<file path="config.mk">
export PLATFORM = sky130hd
export DESIGN_NAME = pipelined_adder_flat
export DESIGN_NICKNAME = d
export VERILOG_FILES = /design/src/rtl/pipelined_adder_if.sv /design/src/rtl/pipelined_adder.sv /design/src/flat_wrapper.sv
export SDC_FILE = /design/constraint.sdc
export NUM_CORES = 1
export LEC_CHECK = 0
export ABC_AREA = 1
export CAP_MARGIN = 0
export CORE_AREA = 2 2 111 113
export CTS_CLUSTER_SIZE = 24
export DETAILED_ROUTE_END_ITERATION = 6
export DIE_AREA = 0 0 113 115
export MAX_ROUTING_LAYER = met4
export PLACE_DENSITY = 0.45
export SLEW_MARGIN = 15
export SYNTH_ARGS = -nofsm -noshare
export SYNTH_HDL_FRONTEND = slang
export SYNTH_SLANG_ARGS = --single-unit
</file>
<file path="constraint.sdc">
create_clock -name clk -period 4.11 [get_ports clk]
set_input_delay 1.233 -clock clk [delete_from_list [all_inputs] [get_ports clk]]
set_output_delay 1.233 -clock clk [all_outputs]
set_load 0.02 [all_outputs]
</file>
<file path="src/rtl/pipelined_adder_if.sv">
`default_nettype none
// ============================================================================
// Module   : pipelined_adder_if
// Purpose  : Operand/result handshake bundle for pipelined_adder.
// Revision : 1.0 - initial release
// ============================================================================
interface pipelined_adder_if #(
  parameter int WIDTH = 16
);
  logic             in_valid;
  logic             in_ready;
  logic [WIDTH-1:0] A;
  logic [WIDTH-1:0] B;
  logic             CI;
  logic             SUB;
  logic             out_valid;
  logic             out_ready;
  logic [WIDTH-1:0] Y;
  logic             C;
  logic             V;

  modport master (
    output in_valid, A, B, CI, SUB, out_ready,
    input  in_ready, out_valid, Y, C, V
  );

  modport slave (
    input  in_valid, A, B, CI, SUB, out_ready,
    output in_ready, out_valid, Y, C, V
  );
endinterface
`default_nettype wire

</file>
<file path="src/rtl/pipelined_adder.sv">
`default_nettype none
// ============================================================================
// Module   : pipelined_adder
// Purpose  : WIDTH-bit add/subtract with carry-in and overflow, split into
//            STAGES carry-chunked pipeline stages with valid/ready flow control.
// Revision : 1.0 - initial release
// ============================================================================
module pipelined_adder #(
  parameter int WIDTH  = 16,
  parameter int STAGES = 2
) (
  input  logic             clk,
  input  logic             rst_n,
  pipelined_adder_if.slave bus
);

  localparam int W = WIDTH / STAGES;

  if (WIDTH < 2 || STAGES < 1 || STAGES > WIDTH || (WIDTH % STAGES) != 0) begin : g_param_check
    $error("pipelined_adder: illegal WIDTH/STAGES combination");
  end

  logic             advance;
  logic             out_vld_q;
  logic [WIDTH-1:0] y_q;
  logic             c_q;
  logic             v_q;

  assign advance       = bus.out_ready || !out_vld_q;
  assign bus.in_ready  = advance;
  assign bus.out_valid = out_vld_q;
  assign bus.Y         = out_vld_q ? y_q : '0;
  assign bus.C         = out_vld_q & c_q;
  assign bus.V         = out_vld_q & v_q;

  // Each stage word holds {results so far, remaining A/B chunk pairs}; the
  // low 2*W bits are always the chunk pair this stage consumes (B low, A high).
  for (genvar k = 0; k < STAGES; k++) begin : g_stage
    localparam int XW = 2 * WIDTH - k * W;

    logic [XW-1:0] x_in;
    logic          v_in;
    logic          s_in;
    logic          c_in;
    logic [W-1:0]  a_c;
    logic [W-1:0]  b_c;
    logic [W-1:0]  s;
    logic          co;

    if (k == 0) begin : g_first
      for (genvar j = 0; j < STAGES; j++) begin : g_ilv
        assign x_in[2*W*j +: W]     = bus.B[W*j +: W];
        assign x_in[2*W*j + W +: W] = bus.A[W*j +: W];
      end
      assign v_in = bus.in_valid;
      assign s_in = bus.SUB;
      assign c_in = bus.CI ^ bus.SUB;
    end else begin : g_next
      assign x_in = g_stage[k-1].g_mid.x_q;
      assign v_in = g_stage[k-1].g_mid.vld_q;
      assign s_in = g_stage[k-1].g_mid.sub_q;
      assign c_in = g_stage[k-1].g_mid.cy_q;
    end

    assign a_c       = x_in[2*W-1:W];
    assign b_c       = x_in[W-1:0] ^ {W{s_in}};
    assign {co, s}   = {1'b0, a_c} + {1'b0, b_c} + {{W{1'b0}}, c_in};

    if (k < STAGES - 1) begin : g_mid
      logic [XW-W-1:0] x_q;
      logic            vld_q;
      logic            sub_q;
      logic            cy_q;

      always_ff @(posedge clk or negedge rst_n) begin
        if (!rst_n) begin
          x_q   <= '0;
          vld_q <= 1'b0;
          sub_q <= 1'b0;
          cy_q  <= 1'b0;
        end else if (advance) begin
          x_q   <= {s, x_in[XW-1:2*W]};
          vld_q <= v_in;
          sub_q <= s_in;
          cy_q  <= co;
        end
      end
    end else begin : g_last
      logic [WIDTH-1:0] y_d;

      if (STAGES == 1) begin : g_one
        assign y_d = s;
      end else begin : g_many
        assign y_d = {s, x_in[XW-1:2*W]};
      end

      // Overflow: operands agree in sign but the sum's sign differs.
      always_ff @(posedge clk or negedge rst_n) begin
        if (!rst_n) begin
          out_vld_q <= 1'b0;
          y_q       <= '0;
          c_q       <= 1'b0;
          v_q       <= 1'b0;
        end else if (advance) begin
          out_vld_q <= v_in;
          y_q       <= y_d;
          c_q       <= co;
          v_q       <= (a_c[W-1] == b_c[W-1]) && (s[W-1] != a_c[W-1]);
        end
      end
    end
  end

endmodule
`default_nettype wire

</file>
<file path="src/flat_wrapper.sv">
// flat-port wrapper written by rule: the top's interface ports become plain ports
module pipelined_adder_flat 
#(
  parameter int WIDTH  = 16,
  parameter int STAGES = 2
)
  (clk, rst_n, bus_in_valid, bus_A, bus_B, bus_CI, bus_SUB, bus_out_ready, bus_in_ready, bus_out_valid, bus_Y, bus_C, bus_V);
  pipelined_adder_if #(.WIDTH(WIDTH)) bus_i ();
  input  logic clk;
  input  logic rst_n;
  input wire logic [$bits(bus_i.in_valid)-1:0] bus_in_valid;
  input wire logic [$bits(bus_i.A)-1:0] bus_A;
  input wire logic [$bits(bus_i.B)-1:0] bus_B;
  input wire logic [$bits(bus_i.CI)-1:0] bus_CI;
  input wire logic [$bits(bus_i.SUB)-1:0] bus_SUB;
  input wire logic [$bits(bus_i.out_ready)-1:0] bus_out_ready;
  output wire logic [$bits(bus_i.in_ready)-1:0] bus_in_ready;
  output wire logic [$bits(bus_i.out_valid)-1:0] bus_out_valid;
  output wire logic [$bits(bus_i.Y)-1:0] bus_Y;
  output wire logic [$bits(bus_i.C)-1:0] bus_C;
  output wire logic [$bits(bus_i.V)-1:0] bus_V;
  assign bus_i.in_valid = bus_in_valid;
  assign bus_i.A = bus_A;
  assign bus_i.B = bus_B;
  assign bus_i.CI = bus_CI;
  assign bus_i.SUB = bus_SUB;
  assign bus_i.out_ready = bus_out_ready;
  assign bus_in_ready = bus_i.in_ready;
  assign bus_out_valid = bus_i.out_valid;
  assign bus_Y = bus_i.Y;
  assign bus_C = bus_i.C;
  assign bus_V = bus_i.V;
  pipelined_adder #(.WIDTH(WIDTH), .STAGES(STAGES)) u_core (.clk(clk), .rst_n(rst_n), .bus(bus_i));
endmodule
</file>
==> results.tsv <==
stage	metric	value	unit
clock_network	clock_latency	0.28	ns
clock_network	cts_resized	0	
global_route	track_usage	10.8	%
clock_network	cts_sinks	46	
place	hpwl	4.68	mm
power_and_ir_drop	p_leak	1.99	nW
critical_path	crit_slowest_cell	clkdlybuf4s50_1	
synthesis	synth_most_common_cell	nand2_1	
clock_network	clk_path_buf_depth	2	
floorplanning	die-area	13000	µm²
floorplanning	start_util	24.4	%
critical_path	reg2reg_to	u_core.y_q[14]	
sta	slew_headroom	45.0	%
synthesis	synth_compound_area_share	6.26	%
clock_network	clk_pin_slew	0.06	ns
synthesis	synth_nets	436	
critical_path	ff2ff_path_depth	9	
sta	finalHoldViolCount	0	
synthesis	synth-main-ff-cell	dfrtp_1	
routing	drtAntennaViolNets	0	
worst_hold_path	hp-start	u_core.g_stage[0].g_mid.x_q[17]	
clock_network	post_cts_buffers	0	
global_route	antenna_found_initial	0	
critical_path	startpoint	bus_out_ready	
sta	tightest_slew	0.826	ns
routing	drt_wl_total	6.43	mm
worst_hold_path	holdPathStages	2	
critical_path	cp_data_required_time	2.88	ns
clock_network	cts-root-buf	clkbuf_16	
global_route	grt_start_max_net_pins	47	
synthesis	synthMuxAreaShare	0	%
finish	fillers	1297	
sta	finalSetupTns	0	ns
worst_hold_path	hold_class	reg -> reg	
place	portBuffers	57	
critical_path	critical_path.endpoint_type	output port	
critical_path	worstSetupPathType	in -> out	
finish	drive_gt1_share	5.05	%
synthesis	synth_seq_cells	46	
finish	final_area	3700	µm²
sta	skew	0.00592	ns
critical_path	critPathLaunchType	input pin	
synthesis	synth.distinct_cells	24	
routing	wire_per_inst	11.0	µm
run_status	violations	design-rule violations	
global_route	grt_pass1_vias	2414	
critical_path	cpPeakStageDelay	0.61	ns
synthesis	ys_async_sr_fraction	100	%
critical_path	path_cells	clkdlybuf4s50_1, nor2_8, inv_6, clkdlybuf4s50_1	
clock_network	cts_buffers	5	
critical_path	worstPathArrival	2.56	ns
routing	drc	4	
floorplanning	fp.dieW	113	µm
job	cap_violations	0	
place	routabilityCongestion	0.818	
synthesis	yosys_warnings	0	
finish	fin_nets	491	
synthesis	synthAdderAreaFrac	8.87	%
critical_path	reg2reg_from	u_core.g_stage[0].g_mid.sub_q	
global_route	gr-total-overflow	0	
sta	period_needed	3.79	ns
synthesis	netlist_area	2880	µm²
synthesis	yosys.area_share.xor_xnor	5.78	%
sta	timing.final.crit_share	92.2	%
synthesis	synthCells	380	
synthesis	synthSimpleGateAreaFrac	27.6	%
worst_hold_path	hold_path_end	u_core.y_q[1]	
routing	vias	2369	
floorplanning	fp.dieH	115	µm
clock_network	cts.hold.buffers_added	0	
finish	num_antenna_cells	0	
synthesis	yosysSeqAreaShare	40.0	%
critical_path	r2r_slack	1.80	ns
sta	final_max_slew_viol_count	0	
floorplanning	core-area	11800	µm²
floorplanning	ios	58	
power_and_ir_drop	power_density	485	nW/µm²
run_status	status	complete, but fails checks	
critical_path	cp_max_fo	3	
global_route	grt_pass1_wl	11.1	mm
synthesis	synth_top_family_by_area	simple AND/OR/NAND/NOR gates	
routing	first_iter_violations	121	
finish	synthToLayoutAreaGrowth	28.7	%
sta	clock.fmax	264	MHz
sta	finalSetupViolations	0	
sta	rsz0062_at_grt	no	
synthesis	synthTopCellsByCount	nand2_1, inv_1, dfrtp_1	
synthesis	synth.avg_cell_area	7.58	µm²
synthesis	synth_edf_count	0	
floorplanning	num_rows	40	
place	dpl_cell_area	3550	µm²
critical_path	cpMostUsedCell	clkdlybuf4s50_1	
power_and_ir_drop	ir_drop	0.166	mV
clock_network	cts_tree	built	
routing	drtPass1Iterations	6	
synthesis	synth_top_area_cell	dfrtp_1	
synthesis	yosys-top-cells-area	dfrtp_1, nand2_1, inv_1	
clock_network	h-tree-depth	2	
routing	vias_per_cell	4.06	
synthesis	synth_top_area_share	40.0	%
==> layer usage <==
metal / vias to the layer above / GRT usage (%) / part of all wire (%) / routed length, µm
met1: 1076 / 13.9 / 50 / 3200
met4: 0 / 2.68 / 1.1 / 68
met5: - / - / 0 / 0
met3: 5 / 1.74 / 2.8 / 180
met2: 28 / 17.7 / 46 / 2980
li1: 1260 / - / - / -
==> registers in the layout, indices dropped and copies added (netlist names) <==
signal	cells
u_core.c_q	1
u_core.y_q	16
u_core.g_stage.g_mid.x_q	24
u_core.v_q	1
u_core.g_stage.g_mid.sub_q	1
u_core.g_stage.g_mid.cy_q	1
u_core.bus.out_valid	1
u_core.g_stage.g_mid.vld_q	1
==> where the power goes <==
group | total, W | switching, W | internal [W] | leakage, nW
Clock | 0.000402 | 0.000160 | 0.000241 | 0.0739
Combinational | 0.000746 | 0.000423 | 0.000323 | 1.36
Sequential | 0.000649 | 0.0000751 | 0.000574 | 0.551
Total | 0.00180 | 0.000659 | 0.00114 | 1.99
==> cell families after synthesis <==
logic type	Yosys count
and+or+nand+nor	197
adders and majority gates	18
buffers and inverters	73
AOI/OAI and AO/OA	27
xor gates and xnor gates	19
DFF	46
==> worst max path at each step <==
stage / to / slack, ns / cells past startpoint
final: bus_in_ready / 0.32 / 4
after floorplan: bus_in_ready / 1.28 / 3
after CTS: bus_in_ready / 0.31 / 4
after detailed placement: bus_in_ready / 0.31 / 4
after global placement: bus_in_ready / 0.32 / 4
after global routing: bus_in_ready / 0.27 / 4
==> area by class of cell <==
| class | count | area, µm² | share of cell area (%) |
|---|---|---|---|
| multi-input cells | 261 | 1400 | 37.7 |
| flip-flops and latches | 46 | 1150 | 31.1 |
| repair buffers | 60 | 591 | 15.9 |
| inverters | 61 | 236 | 6.38 |
| well taps | 147 | 184 | 4.96 |
| clock buffers | 7 | 143 | 3.85 |
| clock inverters | 1 | 5.00 | 0.135 |
==> worst max-delay path, delay by kind of cell <==
kind / cells / cell delay [ns]
buf+inv: 3 / 1.25
simple gates: 1 / 0.08
==> cells in the final DEF, fill, tap and decap left out, types with 2 or more instances in the layout <==
| master | n |
|---|---|
| ha_1 | 14 |
| clkbuf_16 | 5 |
| o21ai_0 | 9 |
| nor2_1 | 11 |
| clkdlybuf4s50_1 | 56 |
| xnor2_1 | 3 |
| nand4_1 | 5 |
| o21ai_2 | 6 |
| o22ai_1 | 2 |
| inv_1 | 59 |
| nand2_1 | 160 |
| xor2_1 | 16 |
| o22ai_2 | 2 |
| dfrtp_1 | 46 |
| nand3_1 | 20 |
| buf_4 | 4 |
| a21oi_1 | 6 |
| fa_1 | 4 |
==> stage by stage <==
| stage | cells | hold WS (ns) | setup WS [ns] | util, % | total power, W |
|---|---|---|---|---|---|
| 2_1_floorplan | 380 | 0.434 | 1.28 | - | 0.00115 |
| 3_3_place_gp | 575 | 0.447 | 0.325 | 30.1 | 0.00141 |
| 3_5_place_dp | 575 | 0.456 | 0.308 | 30.1 | 0.00142 |
| 4_1_cts | 583 | 0.472 | 0.308 | 31.3 | 0.00184 |
| 5_1_grt | 583 | 0.495 | 0.275 | 31.4 | 0.00196 |
| 6_report | 583 | 0.469 | 0.319 | 31.4 | 0.00180 |
(Power assumes the default switching activity.)
